**src/rtl/gbsha_ttfir_host.sv**
```systemverilog
// Host-side driver for the 8-pin FIR tile: sequences tile reset, mode and coefficient
// ticks, then streams samples in and reassembles the tile's byte-serial sums.
module gbsha_ttfir_host #(
   parameter int N_TAPS      = 4,
   parameter int BW_in       = 6,
   parameter int BW_out      = 8,
   parameter int BW_sum      = 13,
   parameter int HALF_PERIOD = 1
) (
   input  logic                      clk,
   input  logic                      reset,
   input  logic                      start,
   input  logic                      cfg_lsb_mode,
   input  logic [N_TAPS*BW_in-1:0]   cfg_coef,
   input  logic [BW_in-1:0]          s_sample,
   input  logic                      s_valid,
   output logic                      s_ready,
   output logic [BW_sum-1:0]         m_result,
   output logic                      m_valid,
   input  logic                      m_ready,
   output logic                      busy,
   output logic [7:0]                fir_io_in,
   input  logic [7:0]                fir_io_out
);

   localparam int CW = (HALF_PERIOD > 1) ? $clog2(HALF_PERIOD) : 1;
   localparam int IW = (N_TAPS > 1) ? $clog2(N_TAPS) : 1;
   localparam int LW = BW_sum - BW_out;
   localparam logic [CW-1:0] HP_LAST  = CW'(HALF_PERIOD - 1);
   localparam logic [IW-1:0] IDX_LAST = IW'(N_TAPS - 1);

   typedef enum logic [2:0] {
      S_IDLE  = 3'd0,
      S_TRST  = 3'd1,
      S_TMODE = 3'd2,
      S_TCOEF = 3'd3,
      S_RUN   = 3'd4,
      S_TMSB  = 3'd5,
      S_TLSB  = 3'd6,
      S_HOLD  = 3'd7
   } state_t;

   state_t                    state_q;
   logic                      tick_q;
   logic                      clk_q;
   logic                      trst_q;
   logic [BW_in-1:0]          data_q;
   logic [CW-1:0]             cnt_q;
   logic [IW-1:0]             cidx_q;
   logic                      lsb_mode_q;
   logic [N_TAPS*BW_in-1:0]   coef_q;
   logic [BW_out-1:0]         msb_q;
   logic [BW_sum-1:0]         m_result_q;
   logic                      m_valid_q;
   logic                      busy_q;

   logic                      phase_last;
   logic                      tick_end;
   logic                      final_st;
   logic                      slot_free;
   logic                      start_ok;
   logic                      accept;
   logic [IW-1:0]             cidx_dn;
   logic [BW_sum-1:0]         final_res;

   assign phase_last = (cnt_q == HP_LAST);
   assign tick_end   = tick_q && clk_q && phase_last;
   assign final_st   = (state_q == S_TLSB) || ((state_q == S_TMSB) && !lsb_mode_q);
   assign slot_free  = !m_valid_q || m_ready;
   assign start_ok   = start && ((state_q == S_IDLE) || ((state_q == S_RUN) && !m_valid_q));
   // The edge that closes the last tick of a sample is also the next LOW entry, so
   // samples can be taken back-to-back there as well as from the idle point.
   assign s_ready    = (((state_q == S_RUN) && !start_ok) || (final_st && tick_end)) && slot_free;
   assign accept     = s_valid && s_ready;
   assign cidx_dn    = cidx_q - IW'(1);
   // The tile is stalled while no tick runs, so its pins still hold the byte in HOLD.
   assign final_res  = lsb_mode_q ? {msb_q, fir_io_out[LW-1:0]} : {fir_io_out, {LW{1'b0}}};

   assign fir_io_in  = {data_q, trst_q, clk_q};
   assign m_result   = m_result_q;
   assign m_valid    = m_valid_q;
   assign busy       = busy_q;

   // Tick engine, configuration sequencer and result handshake.
   always_ff @(posedge clk or posedge reset) begin
      if (reset) begin
         state_q    <= S_IDLE;
         tick_q     <= 1'b0;
         clk_q      <= 1'b0;
         trst_q     <= 1'b1;
         data_q     <= '0;
         cnt_q      <= '0;
         cidx_q     <= '0;
         lsb_mode_q <= 1'b0;
         coef_q     <= '0;
         msb_q      <= '0;
         m_result_q <= '0;
         m_valid_q  <= 1'b0;
         busy_q     <= 1'b0;
      end else begin
         if (m_valid_q && m_ready) begin
            m_valid_q <= 1'b0;
         end
         if (tick_q) begin
            if (!phase_last) begin
               cnt_q <= cnt_q + CW'(1);
            end else if (!clk_q) begin
               clk_q <= 1'b1;
               cnt_q <= '0;
            end else begin
               clk_q  <= 1'b0;
               tick_q <= 1'b0;
               cnt_q  <= '0;
            end
         end

         case (state_q)
            S_IDLE, S_RUN: begin
               if (start_ok) begin
                  state_q    <= S_TRST;
                  busy_q     <= 1'b1;
                  lsb_mode_q <= cfg_lsb_mode;
                  coef_q     <= cfg_coef;
                  trst_q     <= 1'b1;
                  data_q     <= '0;
                  tick_q     <= 1'b1;
               end else if (accept) begin
                  state_q <= S_TMSB;
                  data_q  <= s_sample;
                  tick_q  <= 1'b1;
               end
            end
            S_TRST: begin
               if (tick_end) begin
                  state_q <= S_TMODE;
                  trst_q  <= 1'b0;
                  data_q  <= {{(BW_in-1){1'b0}}, lsb_mode_q};
                  tick_q  <= 1'b1;
               end
            end
            S_TMODE: begin
               if (tick_end) begin
                  state_q <= S_TCOEF;
                  cidx_q  <= IDX_LAST;
                  data_q  <= coef_q[IDX_LAST*BW_in +: BW_in];
                  tick_q  <= 1'b1;
               end
            end
            S_TCOEF: begin
               if (tick_end) begin
                  if (cidx_q == '0) begin
                     state_q <= S_RUN;
                     busy_q  <= 1'b0;
                  end else begin
                     cidx_q <= cidx_dn;
                     data_q <= coef_q[cidx_dn*BW_in +: BW_in];
                     tick_q <= 1'b1;
                  end
               end
            end
            S_TMSB, S_TLSB: begin
               if (tick_end) begin
                  if ((state_q == S_TMSB) && lsb_mode_q) begin
                     msb_q   <= fir_io_out;
                     state_q <= S_TLSB;
                     data_q  <= '0;
                     tick_q  <= 1'b1;
                  end else begin
                     if (state_q == S_TMSB) begin
                        msb_q <= fir_io_out;
                     end
                     if (slot_free) begin
                        m_result_q <= final_res;
                        m_valid_q  <= 1'b1;
                        if (accept) begin
                           state_q <= S_TMSB;
                           data_q  <= s_sample;
                           tick_q  <= 1'b1;
                        end else begin
                           state_q <= S_RUN;
                        end
                     end else begin
                        state_q <= S_HOLD;
                     end
                  end
               end
            end
            S_HOLD: begin
               if (m_ready) begin
                  m_result_q <= final_res;
                  m_valid_q  <= 1'b1;
                  state_q    <= S_RUN;
               end
            end
            default: begin
               state_q <= S_IDLE;
            end
         endcase
      end
   end

endmodule

```
**config.mk**
```make
export PLATFORM = sky130hd
export DESIGN_NAME = gbsha_ttfir_host
export DESIGN_NICKNAME = d
export VERILOG_FILES = /design/src/rtl/gbsha_ttfir_host.sv
export SDC_FILE = /design/constraint.sdc
export NUM_CORES = 1
export LEC_CHECK = 0
export ABC_AREA = 0
export BUFFER_PORTS_ARGS = -buffer_cell sky130_fd_sc_hd__buf_4
export CAP_MARGIN = 0
export CORE_MARGIN = 1.5
export CORE_UTILIZATION = 35
export CTS_CLUSTER_SIZE = 16
export DETAILED_ROUTE_END_ITERATION = 7
export SKIP_LAST_GASP = 1
export SYNTH_ARGS = -nofsm -noshare
export SYNTH_HDL_FRONTEND = slang
export SYNTH_SLANG_ARGS = --single-unit
```
**constraint.sdc**
```tcl
create_clock -name clk -period 2.7 [get_ports clk]
set_clock_uncertainty 0.2 [all_clocks]
set_input_delay 0.27 -clock clk [delete_from_list [all_inputs] [get_ports clk]]
set_output_delay 0.27 -clock clk [all_outputs]
set_load 0.03 [all_outputs]
```
Word-level counts from Yosys, hierarchy flattened
Cells that the tools add are included.
{"block": "word_totals", "regBits": 63, "inputBits": 44, "out_inout_bits": 24, "elab_cells": 134}
{"block": "classes", "add_sub_neg": 2, "n_mul": 1, "n_eq_ne": 19, "shifts": 1, "muxes": 59, "bitwise": 1, "reduce_logical": 38}
{"operator": "$mux W13", "count": 5}
{"operator": "$mux W6", "count": 9}
{"operator": "$mux W3", "count": 10}
{"operator": "$pmux W6 S5", "count": 1}
{"operator": "$pmux W13 S2", "count": 1}
{"operator": "$shiftx A24 B6 Y6", "count": 1}
{"operator": "$mux W1", "count": 22}
{"operator": "$ne A2 B2 Y1 const B", "count": 10}
{"operator": "$pmux W3 S6", "count": 1}
{"operator": "$mux W8", "count": 2}
{"operator": "$reduce_and A7 Y1", "count": 2}
{"operator": "$eq A3 B3 Y1 const B", "count": 4}
{"operator": "$logic_and A1 B1 Y1", "count": 11}
{"operator": "$reduce_bool A2 Y1", "count": 5}
{"operator": "$reduce_and A4 Y1", "count": 2}
{"operator": "$eq A3 B2 Y1 const B", "count": 2}
{"operator": "$mux W2", "count": 3}
{"operator": "$ne A3 B3 Y1 const B", "count": 2}
{"operator": "$pmux W1 S2", "count": 3}
{"operator": "$reduce_and A3 Y1", "count": 2}
{"operator": "$reduce_or A2 Y1", "count": 3}
{"operator": "$reduce_and A5 Y1", "count": 1}
{"operator": "$reduce_bool A5 Y1", "count": 1}
{"operator": "$logic_or A1 B1 Y1", "count": 4}
{"operator": "11 further kinds", "count": 14}

Depth between registers and ports, before layout
{"block": "logic_depth", "word_depth": 14, "mapped_depth": 9, "ltp_nobuf": 7}

Worst setup path before layout
No wires, ideal clock.
{"block": "synth_timing", "path_type": "reg-to-reg", "startpoint": "reg cidx_q[0]", "endpoint": "reg data_q[5]", "setup_ns": 0.121, "t_arrival_ns": 1.917, "t_required_ns": 2.379, "slack_ns": 0.462, "path_stages_with_launch": 9, "n_path_buf": 2, "period_less_slack_ns": 2.238, "cell_sequence": "dfrtp_1 buf_6 inv_1 ha_1 buf_2 mux4_2 a22o_1 a21o_1 a22o_1"}
{"block": "synth_via", "elab_chain_cells": 6, "elab_cells_between_ends": 9, "cone_classes": "1 x add/sub; 1 x mul; 1 x eq/ne; 1 x shift; 3 x mux; 2 x reduce/logical"}
{"item": "start: declaration", "line_no": "49", "text": "logic [IW-1:0] cidx_q;"}
{"item": "start signal: assignment", "line_no": "155", "text": "cidx_q <= cidx_dn;"}
{"item": "$sub A2 B1 Y2", "line_no": "75", "text": "assign cidx_dn = cidx_q - IW'(1);"}
{"item": "$mul A2 B2 Y4", "line_no": "156", "text": "data_q <= coef_q[cidx_dn*BW_in +: BW_in];"}
{"item": "$shiftx A24 B6 Y6", "line_no": "156"}
{"item": "$mux W6", "line_no": "151", "text": "if (cidx_q == '0) begin"}
{"item": "$mux W6", "line_no": "150", "text": "if (tick_end) begin"}
{"item": "$pmux W6 S5", "line_no": "117", "text": "case (state_q)"}
{"item": "end signal: assignment", "line_no": "129", "text": "data_q <= s_sample;"}
{"item": "end signal: assignment", "line_no": "145", "text": "data_q <= coef_q[IDX_LAST*BW_in +: BW_in];"}
{"item": "end signal: assignment", "line_no": "156"}
{"item": "end: declaration", "line_no": "47", "text": "logic [BW_in-1:0] data_q;"}
Parallel ways exist; a longest one is shown, timed or not. The select of a mux whose other input is x is not followed.
A chain may end at the register's enable or synchronous reset.

Worst setup path after layout
Ends and elaborated chain as after synthesis.

==> key figures <==
Outcome
  • Run status: finished, violations left
  • Failing checks: design-rule violations

Clock tree
  • Latest clock arrival within the worst-skew pair: 0.33 ns
  • CTS tree: done
  • Worst-case clock buffer depth: 2
  • Clock sink count: 62
  • Buffer type at the clock tree root: clkbuf_8
  • Clk slew on worst S/H paths: 0.07 ns
  • H-tree Lvls: 3
  • Total CTS buffers: 9
  • Resized Gates After CTS: 0

Cells and area
  • Final Util: 0.498
  • Layout area overhead: 36.3%
  • N_diodes: 0
  • # nets final: 416
  • Layout cell share with drive strength beyond 1: 0.372

Timing
  • Setup Viol. Count Final: 0
  • Relative slew margins: 0.556
  • Max-slew violations: 0
  • Minimum clock period: 2.24 ns
  • Setup TNS: 0 ns
  • RSZ-0062 raised after global routing: no
  • Hold WS: 0.0542 ns
  • F_max: 447 MHz
  • Fin. Hold Viols: 0
  • Worst slew pin tran: 0.665 ns
  • PnR worst setup slack: 0.462 ns
  • Period utilization: 0.829

Power and ir drop
  • Sequential power share: 0.331
  • PD cells: 1200 nW/um^2
  • Leakage Power: 0.00197 uW
  • Comb power frac: 0.490
  • Switching share of power: 0.401
  • Int Power: 3150 uW
  • Switching power: 2110 uW
  • Clock power share: 0.179
  • Peak VDD IR: 454 uV

Route
  • DRT antenna net count: 0
  • Iteration-0 DRC Markers: 96
  • Routed vias: 2437
  • First-pass iteration count of the detailed router: 8
  • Vias per Instance: 5.04
  • DR WL/cell: 15.0 um
  • Routed wire length: 7.27 mm
  • DRC errors left: 1

Synthesis
  • EDFF count, synth: 0
  • Post-synth top area cell: dfrtp_1
  • Most instantiated cells after synthesis: 61 x dfrtp_1, 17 x mux2_1, 16 x mux2_2, 15 x nor2_1, 11 x inv_1
  • Netlist Area Pre-Place: 3220 sq um
  • Synthesized area per cell: 12.0 sq um
  • Netlist cell types: 60
  • Register area share after synthesis: 0.483
  • Main synth FF type: dfrtp_1
  • #FFs+latches synth: 62
  • Warnings from Yosys: 0
  • FFs w/ async S/R, synth: 1.00
  • Mapped Cells: 268
  • Yosys top cell area share: 0.475
  • Top post-synthesis cells by area: dfrtp_1 47%, mux2_1 6.0%, mux2_2 5.6%
  • Syn_nets: 313
  • Most instantiated library cell after synthesis: dfrtp_1

Place
  • Port-buffer cells: 67
  • DP HPWL: 4.97 mm
  • Final GP Congestion: 0.874
  • Placement Setup Slack: 0.464 ns

Worst setup path
  • Setup CP Type: register to register
  • Critical path required time: 2.72 ns
  • CP max FO: 7
  • R2R depth: 6
  • Worst r2r src: cidx_q[0]
  • Critical path endpoint category: register
  • CP startpoint: cidx_q[0]
  • Arrival @ worst endpoint: 2.26 ns
  • Setup crit start kind: register

Global route
  • Total grt overflow: 0
  • GRT Total Usage: 0.156
  • First-pass GRT wire length: 12.2 mm
  • Largest net degree at the start of global routing: 37
  • Vias in the first global route: 2444
  • Initial antenna violation count: 0

Min path
  • Hold path depth: 3
  • Hold_sp: s_sample[4]
  • Hold crit path type: primary input to register

Die
  • Die W: 98.9 um
  • Die Height: 98.9 um
  • Core area: 8810 sq um
  • Full die area: 9770 sq um
  • IO Count: 68
  • Rows: 34
  • Effective utilization at floorplan: 0.365

Flow run
  • Number of max-cap violations: 0
final cells by class:
cell class	count	area, sq um
Clock buffer	10	138
Multi-Input combinational cell	174	1480
Clock inverter	6	93.8
Sequential cell	62	1550
Tap cell	108	135
Timing Repair Buffer	111	933
Fill cell	772	4420
Inverter	13	48.8
layout by cell type, fill, tap and decap left out, types with 3 or more instances in the layout:
| cell | netlist | routed |
|---|---|---|
| a21o_1 | 5 | 5 |
| a21oi_1 | 10 | 10 |
| a21oi_2 | 7 | 7 |
| a22o_1 | 10 | 10 |
| buf_4 | 6 | 75 |
| clkbuf_8 | 0 | 10 |
| dfrtp_1 | 61 | 61 |
| dlygate4sd3_1 | 0 | 35 |
| inv_1 | 11 | 10 |
| inv_2 | 2 | 3 |
| mux2_1 | 17 | 17 |
| mux2_2 | 16 | 16 |
| mux2i_1 | 8 | 8 |
| mux4_2 | 6 | 6 |
| nand2_1 | 4 | 4 |
| nand2b_1 | 3 | 3 |
| nand3_1 | 8 | 8 |
| nor2_1 | 15 | 15 |
| nor2b_1 | 4 | 4 |
| nor3_1 | 3 | 3 |
| o21a_1 | 3 | 3 |
| o21ai_0 | 8 | 8 |
| o21ai_1 | 5 | 5 |
| o22ai_1 | 3 | 3 |
state kept, by name, summed over array words and instances (netlist names), 2 cells and up:
| register | cells |
|---|---|
| msb_q | 8 |
| data_q | 6 |
| state_q | 3 |
| m_result | 13 |
| cidx_q | 2 |
| coef_q | 24 |
through the flow:
step | std cells | total power [uW] | area (sq um)
4_1_cts | 484 | 5290 | 4380
2_1_floorplan | 268 | 3670 | 3220
3_5_place_dp | 433 | 4300 | 3800
3_3_place_gp | 433 | 4260 | 3800
5_1_grt | 484 | 5610 | 4380
6_report | 484 | 5260 | 4380
critical path, stage by stage (launching register included):
cell	delay [ns]
dfrtp_1	0.34
inv_1	0.07
ha_1	0.45
mux4_2	0.53
a22o_1	0.20
a21o_1	0.15
a22o_1	0.18
per-layer routing:
layer | global-route usage | share of wire | up-vias
met1 | 0.226 | 0.48 | 1179
met2 | 0.236 | 0.48 | 56
met4 | 0.0626 | 0.013 | 0
met3 | 0.0227 | 0.030 | 8
met5 | 0 | 0 | -
li1 | - | - | 1194
power groups by stage:
stage	clock [uW]	combinational, uW	sequential (uW)
after floorplan	0	1820	1860
after global placement	0	2510	1750
after detailed placement	0	2550	1750
after CTS	964	2600	1730
after global routing	1010	2790	1810
final	941	2580	1740
logic make-up after synthesis:
family                     Yosys count  synth area share
AOI/OAI and AO/OA                   74             0.181
and+or+nand+nor                     51            0.0911
adders and majority gates            1           0.00389
DFF                                 62             0.483
xor gates and xnor gates             1           0.00272
muxes                               47             0.182
buffers and inverters               32            0.0560
worst paths after layout:
path                                to  slack [ns]
min in group asynchronous  m_result[1]        0.38
max in group asynchronous   coef_q[15]        1.32
max                          data_q[5]        0.46
max reg2reg                  data_q[5]        0.46
min reg2reg                   msb_q[0]        0.29
min                          data_q[4]        0.05
repair_timing:
| item | 4_1_cts | 5_1_grt |
|---|---|---|
| setup endpoints to repair | 0 | 0 |
| hold endpoints to repair | 64 | 0 |
| setup buffers | 0 | 0 |
| hold buffers | 35 | 0 |
No activity file was read; power rests on OpenSTA's default activity.
